### config.mk
export PLATFORM = sky130hd
export DESIGN_NAME = spi_sender_shifter
export DESIGN_NICKNAME = d
export VERILOG_FILES = /design/src/rtl/spi_sender_shifter.sv
export SDC_FILE = /design/constraint.sdc
export NUM_CORES = 1
export LEC_CHECK = 0
export CORE_MARGIN = 5
export CORE_UTILIZATION = 30
export DETAILED_ROUTE_END_ITERATION = 6
export GPL_TIMING_DRIVEN = 0
export PLACE_DENSITY_LB_ADDON = 0.08
export SLEW_MARGIN = 15
export SYNTH_ARGS = -nofsm -noshare
export SYNTH_HDL_FRONTEND = slang
export SYNTH_SLANG_ARGS = --single-unit
export TNS_END_PERCENT = 20
### constraint.sdc
create_clock -name CLK -period 1.7 [get_ports CLK]
set_input_delay 0.255 -clock CLK [delete_from_list [all_inputs] [get_ports CLK]]
set_output_delay 0.255 -clock CLK [all_outputs]
set_load 0.05 [all_outputs]
### src/rtl/spi_sender_shifter.sv
// SPI mode-0 transmit shifter: holds one word from the sender buffer and serialises it MSB-first,
// either as master (generating SCK/SS_N) or as slave (following a synchronised external SCK/SS_N).
`timescale 1ns/1ps
module spi_sender_shifter #(
    parameter int DATA_WIDTH = 8,
    parameter int CLK_DIV    = 4
) (
    input  logic                  CLK,
    input  logic                  CLR,
    input  logic [DATA_WIDTH-1:0] DATA_IN,
    input  logic                  SH_LD,
    input  logic                  SENDER_WRITE,
    input  logic                  TE,
    input  logic                  MS_MODE,
    input  logic                  SCK_IN,
    input  logic                  SS_N_IN,
    output logic                  SDO,
    output logic                  SCK_OUT,
    output logic                  SS_N_OUT,
    output logic                  EMPTY_STATE,
    output logic                  BUSY,
    output logic                  ABORT
);

    localparam int DIV_W = (CLK_DIV > 1) ? $clog2(CLK_DIV) : 1;
    localparam int BIT_W = $clog2(DATA_WIDTH + 1);
    localparam logic [DIV_W-1:0] DIV_LAST = DIV_W'(CLK_DIV - 1);
    localparam logic [BIT_W-1:0] BIT_LAST = BIT_W'(DATA_WIDTH);

    typedef enum logic [2:0] {
        IDLE,
        SETUP,
        M_SHIFT,
        DONE,
        ARMED,
        S_SHIFT
    } state_t;

    state_t                state;
    logic [DATA_WIDTH-1:0] hold;
    logic                  hold_valid;
    logic [DATA_WIDTH-1:0] shreg;
    logic [BIT_W-1:0]      bit_cnt;
    logic [DIV_W-1:0]      div_cnt;
    logic [2:0]            sck_sync;
    logic [2:0]            ss_sync;
    logic                  div_tick;
    logic                  sck_rise;
    logic                  sck_fall;
    logic                  ss_rise;

    // [0],[1] form the 2-FF synchroniser; [2] is the edge-detect reference
    always_ff @(posedge CLK or posedge CLR) begin
        if (CLR) begin
            sck_sync <= '0;
            ss_sync  <= '1;
        end else begin
            sck_sync <= {sck_sync[1:0], SCK_IN};
            ss_sync  <= {ss_sync[1:0], SS_N_IN};
        end
    end

    always_comb begin
        div_tick = (div_cnt == DIV_LAST);
        sck_rise = sck_sync[1] & ~sck_sync[2];
        sck_fall = ~sck_sync[1] & sck_sync[2];
        ss_rise  = ss_sync[1] & ~ss_sync[2];
    end

    always_ff @(posedge CLK or posedge CLR) begin
        if (CLR) begin
            state       <= IDLE;
            hold        <= '0;
            hold_valid  <= 1'b0;
            shreg       <= '0;
            bit_cnt     <= '0;
            div_cnt     <= '0;
            SDO         <= 1'b0;
            SCK_OUT     <= 1'b0;
            SS_N_OUT    <= 1'b1;
            EMPTY_STATE <= 1'b1;
            BUSY        <= 1'b0;
            ABORT       <= 1'b0;
        end else begin
            ABORT <= 1'b0;
            case (state)
                IDLE: begin
                    if (SENDER_WRITE && TE && hold_valid) begin
                        shreg       <= hold;
                        hold_valid  <= 1'b0;
                        EMPTY_STATE <= 1'b0;
                        BUSY        <= 1'b1;
                        SDO         <= hold[DATA_WIDTH-1];
                        bit_cnt     <= '0;
                        div_cnt     <= '0;
                        if (MS_MODE) begin
                            SS_N_OUT <= 1'b0;
                            state    <= SETUP;
                        end else begin
                            state <= ARMED;
                        end
                    end
                end
                SETUP: begin
                    if (div_tick) begin
                        div_cnt <= '0;
                        SCK_OUT <= 1'b1;
                        bit_cnt <= bit_cnt + 1'b1;
                        state   <= M_SHIFT;
                    end else begin
                        div_cnt <= div_cnt + 1'b1;
                    end
                end
                M_SHIFT: begin
                    // the final low half-period runs out here before DONE, giving 2*W+2 half-periods of SS_N low
                    if (div_tick) begin
                        div_cnt <= '0;
                        if (SCK_OUT) begin
                            SCK_OUT <= 1'b0;
                            shreg   <= {shreg[DATA_WIDTH-2:0], 1'b0};
                            SDO     <= shreg[DATA_WIDTH-2];
                        end else if (bit_cnt == BIT_LAST) begin
                            state <= DONE;
                        end else begin
                            SCK_OUT <= 1'b1;
                            bit_cnt <= bit_cnt + 1'b1;
                        end
                    end else begin
                        div_cnt <= div_cnt + 1'b1;
                    end
                end
                DONE: begin
                    if (div_tick) begin
                        div_cnt     <= '0;
                        SS_N_OUT    <= 1'b1;
                        EMPTY_STATE <= 1'b1;
                        BUSY        <= 1'b0;
                        state       <= IDLE;
                    end else begin
                        div_cnt <= div_cnt + 1'b1;
                    end
                end
                ARMED: begin
                    if (!ss_sync[1]) state <= S_SHIFT;
                end
                S_SHIFT: begin
                    if (ss_rise && (bit_cnt < BIT_LAST)) begin
                        ABORT       <= 1'b1;
                        EMPTY_STATE <= 1'b1;
                        BUSY        <= 1'b0;
                        shreg       <= '0;
                        state       <= IDLE;
                    end else if (sck_rise) begin
                        bit_cnt <= bit_cnt + 1'b1;
                        if (bit_cnt == BIT_LAST - 1'b1) begin
                            EMPTY_STATE <= 1'b1;
                            BUSY        <= 1'b0;
                            state       <= IDLE;
                        end
                    end else if (sck_fall) begin
                        shreg <= {shreg[DATA_WIDTH-2:0], 1'b0};
                        SDO   <= shreg[DATA_WIDTH-2];
                    end
                end
                default: state <= IDLE;
            endcase
            if (SH_LD) begin
                hold       <= DATA_IN;
                hold_valid <= 1'b1;
            end
        end
    end

endmodule
# Word level (Yosys, flattened, before mapping)

Index checks and enable logic that the tools add are counted.

Bits in registers: 37
Logic and storage cells: 131
Output and inout port bits: 6
Input bits: 16

Add/subtract/negate cells: 2
Magnitude comparators: 1
Bitwise logic cells: 6
Reductions and logical operators: 22
Eq/ne operators: 26
Muxes and demuxes: 60

Operators by type and width:

| cell                                                 | number |
|---|---|
| two-way mux 7 bit                                    | 6 |
| two-way mux 3 bit                                    | 11 |
| two-way mux 4 bit                                    | 7 |
| != test 2 bit (second input constant)                | 14 |
| two-way mux 1 bit                                    | 25 |
| one-hot mux 7 bit (3 select lines)                   | 1 |
| one-hot mux 3 bit (6 select lines)                   | 1 |
| one-hot mux 4 bit (4 select lines)                   | 1 |
| != test 3 bit (second input constant)                | 4 |
| nonzero test 2 bit                                   | 5 |
| one-hot mux 1 bit (3 select lines)                   | 3 |
| AND reduction 9 bit                                  | 1 |
| AND reduction 8 bit                                  | 1 |
| AND reduction 7 bit                                  | 1 |
| equality test 3 x 2 -> 1 bit (second input constant) | 2 |
| equality test 3 bit (second input constant)          | 2 |
| AND reduction 6 bit                                  | 1 |
| nonzero test 3 bit                                   | 2 |
| AND reduction 5 bit                                  | 1 |
| adder 4 x 1 -> 4 bit (second input constant)         | 1 |
| equality test 4 x 3 -> 1 bit (second input constant) | 1 |
| equality test 4 bit (second input constant)          | 1 |
| less-than comparator 4 bit (second input constant)   | 1 |
| two-way mux 2 bit                                    | 2 |
| other kinds (14)                                     | 22 |

# Logic depth before layout (Yosys ltp)

Depth in word-level cells: 6
Mapped depth: 7

# Least setup slack after synthesis

Ideal clock, no wire load.

Path type: register to register
From: reg bit_cnt[0]
To: reg bit_cnt[0]
Stages on the path, launching flop included: 8
Clock period less this slack: 1.715 ns
Data arrival time: 1.590 ns
Data required time: 1.575 ns
Path slack: -0.015 ns
Path buffers: 0
Path through: dfrtp_1 inv_1 ha_1 and3b_1 nor4_2 o21ai_2 or2_4 mux2_4

Word-level cells in the longest chain between the ends: 5
Elaborated cells between the ends (all ways): 14

RTL lines:

| item                               | line          | text |
|---|---|---|
| start: declaration                 | 43            | `logic [BIT_W-1:0] bit_cnt;` |
| start signal: assignment           | 108           | `bit_cnt <= bit_cnt + 1'b1;` |
| start signal: assignment           | 126           | `bit_cnt <= bit_cnt + 1'b1;` |
| start signal: assignment           | 154           | `bit_cnt <= bit_cnt + 1'b1;` |
| adder 4 x 1 -> 4 bit               | 108, 126, 154 |  |
| two-way mux 4 bit                  | 122           | `end else if (bit_cnt == BIT_LAST) begin` |
| two-way mux 4 bit                  | 118           | `if (SCK_OUT) begin` |
| two-way mux 4 bit                  | 116           | `if (div_tick) begin` |
| one-hot mux 4 bit (4 select lines) | 86            | `case (state)` |

Parallel ways exist; a longest one is shown, timed or not. The select of a mux whose other input is x is not followed.
A chain may end at the register's enable or synchronous reset.

# Worst setup path after layout

From: reg ss_sync[1]
To: reg bit_cnt[0]

Word-level cells in the longest chain between the ends: 4

RTL lines:

| item                                 | line | text |
|---|---|---|
| start: declaration                   | 46   | `logic [2:0] ss_sync;` |
| start signal: assignment             | 59   | `ss_sync <= {ss_sync[1:0], SS_N_IN};` |
| AND 1 bit                            | 67   | `ss_rise = ss_sync[1] & ~ss_sync[2];` |
| logical AND 1 bit                    | 147  | `if (ss_rise && (bit_cnt < BIT_LAST)) begin` |
| != test 2 bit (no source line)       | -    |  |
| AND reduction 8 bit (no source line) | -    |  |

Every way passes these cells.

==> results.json <==
{
  "status": "complete, but fails checks",
  "failed_checks": "negative setup slack",
  "start_kind": "flop",
  "fillers": 619,
  "ant_nets": 0,
  "detailroute.via_count": 1399,
  "crit_arrival_ps": 1930,
  "io-pin-count": 22,
  "rr_worst_depth": 4,
  "start_util_pct": 31.1,
  "grt_pass1_wl_um": 7230,
  "grt_use_total_pct": 11.8,
  "r2r_end": "bit_cnt[0]",
  "synth_edf_count": 0,
  "fin_crit_ps": 1760,
  "synth.avg_cell_area_sq_um": 10.8,
  "maxCapViolations": 0,
  "pre_cts_slack_ps": -312,
  "vias_per_cell": 4.98,
  "cts_sinks": 37,
  "core_sq_mm": 0.00596,
  "synthMostInstantiatedCell": "dfrtp_1",
  "cts_inserted_buffers": 5,
  "clock_latency_ps": 290,
  "relSlewSlack_pct": 65.7,
  "critical-path-slowest-cell": "dfstp_2",
  "yosysSeqAreaShare_pct": 50.3,
  "utilization_pct": 39.9,
  "crit_path_max_incr_delay_ps": 550,
  "dr.pass1.iters": 4,
  "ir_worst_vdd_uv": 613,
  "remaining_drc_errors": 0,
  "period_share_pct": 104,
  "wirelength_um": 4100,
  "syn_inst": 172,
  "first_global_vias": 1535,
  "max_freq_ghz": 0.567,
  "setup_ws_ps": -62.2,
  "htree_num_levels": 2,
  "hold_class": "in -> async",
  "syn2layout_area_growth_pct": 28.3,
  "gr-total-overflow": 0,
  "hpwl_um": 3000,
  "setup_viol_count_final": 2,
  "power.total_uw": 3750,
  "clkTransAtPathRegs_ps": 80,
  "hold_viol_final": 0,
  "cp.required_ps": 1870,
  "r2r_start": "ss_sync[1]",
  "rsz0062_at_grt": "true",
  "ys_types": 47,
  "clock_skew_ps": 9.97,
  "die-height_um": 88.6,
  "fin_tns_setup_ps": -111,
  "leakagePower_uw": 0.00101,
  "fin_nets": 224,
  "place_congestion": 0.753,
  "ys_ff_latch": 37,
  "dieWidth_um": 88.6,
  "synthArstFlopShare_pct": 100,
  "end_kind": "flop",
  "grt_max_degree": 29,
  "die-area_sq_mm": 0.00785,
  "syn_area_sq_mm": 0.00185,
  "antenna_found_initial": 0,
  "synth_flop_cell": "dfrtp_1",
  "synthTopCellsByCount": "32 x dfrtp_1, 17 x nand2_1, 17 x o21ai_0",
  "routedWlPerCell_um": 14.6,
  "reg2reg_slack_ps": -60,
  "cts_root_buf": "clkbuf_8",
  "io_buffers": 20,
  "layout-drive-gt1-share_pct": 28.2,
  "cts_tree": "yes",
  "dr.first_iter.drc_count": 84,
  "row_count": 28,
  "synth_nets": 191,
  "maxSlewViolCount": 0,
  "crit_fanout": 4,
  "cts_max_path_buffers": 2,
  "worstMarginPinSlew_ps": 514,
  "synth_top_area_cell": "dfrtp_1",
  "ys_warn_count": 0,
  "diodes": 0,
  "synthTopCellsByArea": "dfrtp_1 43%, dfstp_2 7.1%, mux2_2 4.9%, o21ai_0 4.6%, nand2_1 3.4%",
  "path_cells": "or3b_4 -> nor2_4 -> or2_4 -> mux2_4",
  "pwr_density_cell_mw_per_mm2": 1580,
  "worstSetupPathType": "reg -> reg",
  "yosys.area.top_type_share_pct": 43.2
}
## cell usage in the layout (no fill, tap or decap), types with 2 or more instances in the layout
cell / instances
dfrtp_1: 31
buf_6: 2
nand3b_1: 3
nand2b_1: 5
dfstp_2: 5
nand2_1: 17
clkbuf_8: 6
inv_1: 7
a32oi_1: 2
o21ai_0: 15
a21oi_1: 7
buf_2: 2
o211ai_2: 2
o41ai_1: 2
nor2b_1: 2
o21ai_1: 2
dlygate4sd2_1: 5
nor2_1: 10
a22oi_1: 6
mux2_2: 8
nor3_1: 3
nand3_1: 2
buf_4: 8
clkdlybuf4s50_1: 14
## metrics by stage
| stage | hold slack, ps | std cells | area, sq um |
|---|---|---|---|
| 4_1_cts | 211 | 277 | 2290 |
| 2_1_floorplan | 259 | 172 | 1850 |
| 5_1_grt | 228 | 281 | 2380 |
| 3_3_place_gp | 341 | 267 | 2150 |
| 6_report | 208 | 281 | 2380 |
| 3_5_place_dp | 349 | 268 | 2170 |
## power by group
part | switching (uW) | internal (uW)
Clock | 317 | 329
Combinational | 1080 | 770
Sequential | 143 | 1110
Total | 1540 | 2200
## registers in the layout (all words and copies together), names as in the netlist, 2 cells and up
signal / flops
div_cnt: 2
sck_sync: 3
bit_cnt: 4
state: 3
hold: 8
shreg: 7
ss_sync: 3
## cell families after synthesis
family | after synthesis | share of synthesized area (%)
buffers and inverters | 16 | 4.59
multiplexers | 10 | 6.21
flip-flops | 37 | 50.3
AND/OR/NAND/NOR | 55 | 16.7
XOR/XNOR | 2 | 0.945
AO/OA/AOI/OAI | 49 | 19.3
adder cells (fa/ha/maj) | 3 | 2.02
## worst max-delay path by stage
stage	from	endpoint	slack, ps
floorplan	bit_cnt[0]	bit_cnt[0]	-10
global placement	SENDER_WRITE	bit_cnt[0]	-290
detailed placement	SENDER_WRITE	bit_cnt[0]	-310
CTS	bit_cnt[1]	bit_cnt[3]	-160
global route	bit_cnt[1]	bit_cnt[3]	-120
finish	ss_sync[1]	bit_cnt[0]	-60
## what timing repair did
| item | 4_1_cts | 5_1_grt |
|---|---|---|
| hold endpoints to repair | 0 | 0 |
| buffers inserted | 1 | 4 |
| pin swaps | 3 | 2 |
| gates resized for setup | 11 | 14 |
| endpoints found under the setup margin | 16 | 16 |
| hold buffers | 0 | 0 |
## per-layer routing
metal | share of wire (%) | up-vias | wire length (um) | track usage (%)
li1 | - | 682 | - | -
met4 | 0.56 | 0 | 23 | 3.57
met2 | 51 | 17 | 2080 | 19.8
met5 | 0 | - | 0 | 0
met1 | 45 | 698 | 1860 | 14.6
met3 | 3.3 | 2 | 136 | 3.35
## layout make-up
class                      instances  area (sq um)  area share [%]
clock inverter                     2          13.8           0.579
multi-input combinational        119           912            38.3
timing repair buffer              26           254            10.7
buffer                             8          58.8            2.47
sequential                        37           933            39.2
tap                               75          93.8            3.95
clock buffer                       6          82.6            3.47
inverter                           8          30.0            1.26
## critical path: cells and delay by family (launching register included)
kind / cells / cell delay [ps]
simple gates: 3 / 790
flops: 1 / 550
mux: 1 / 310
(Power assumes the default switching activity.)
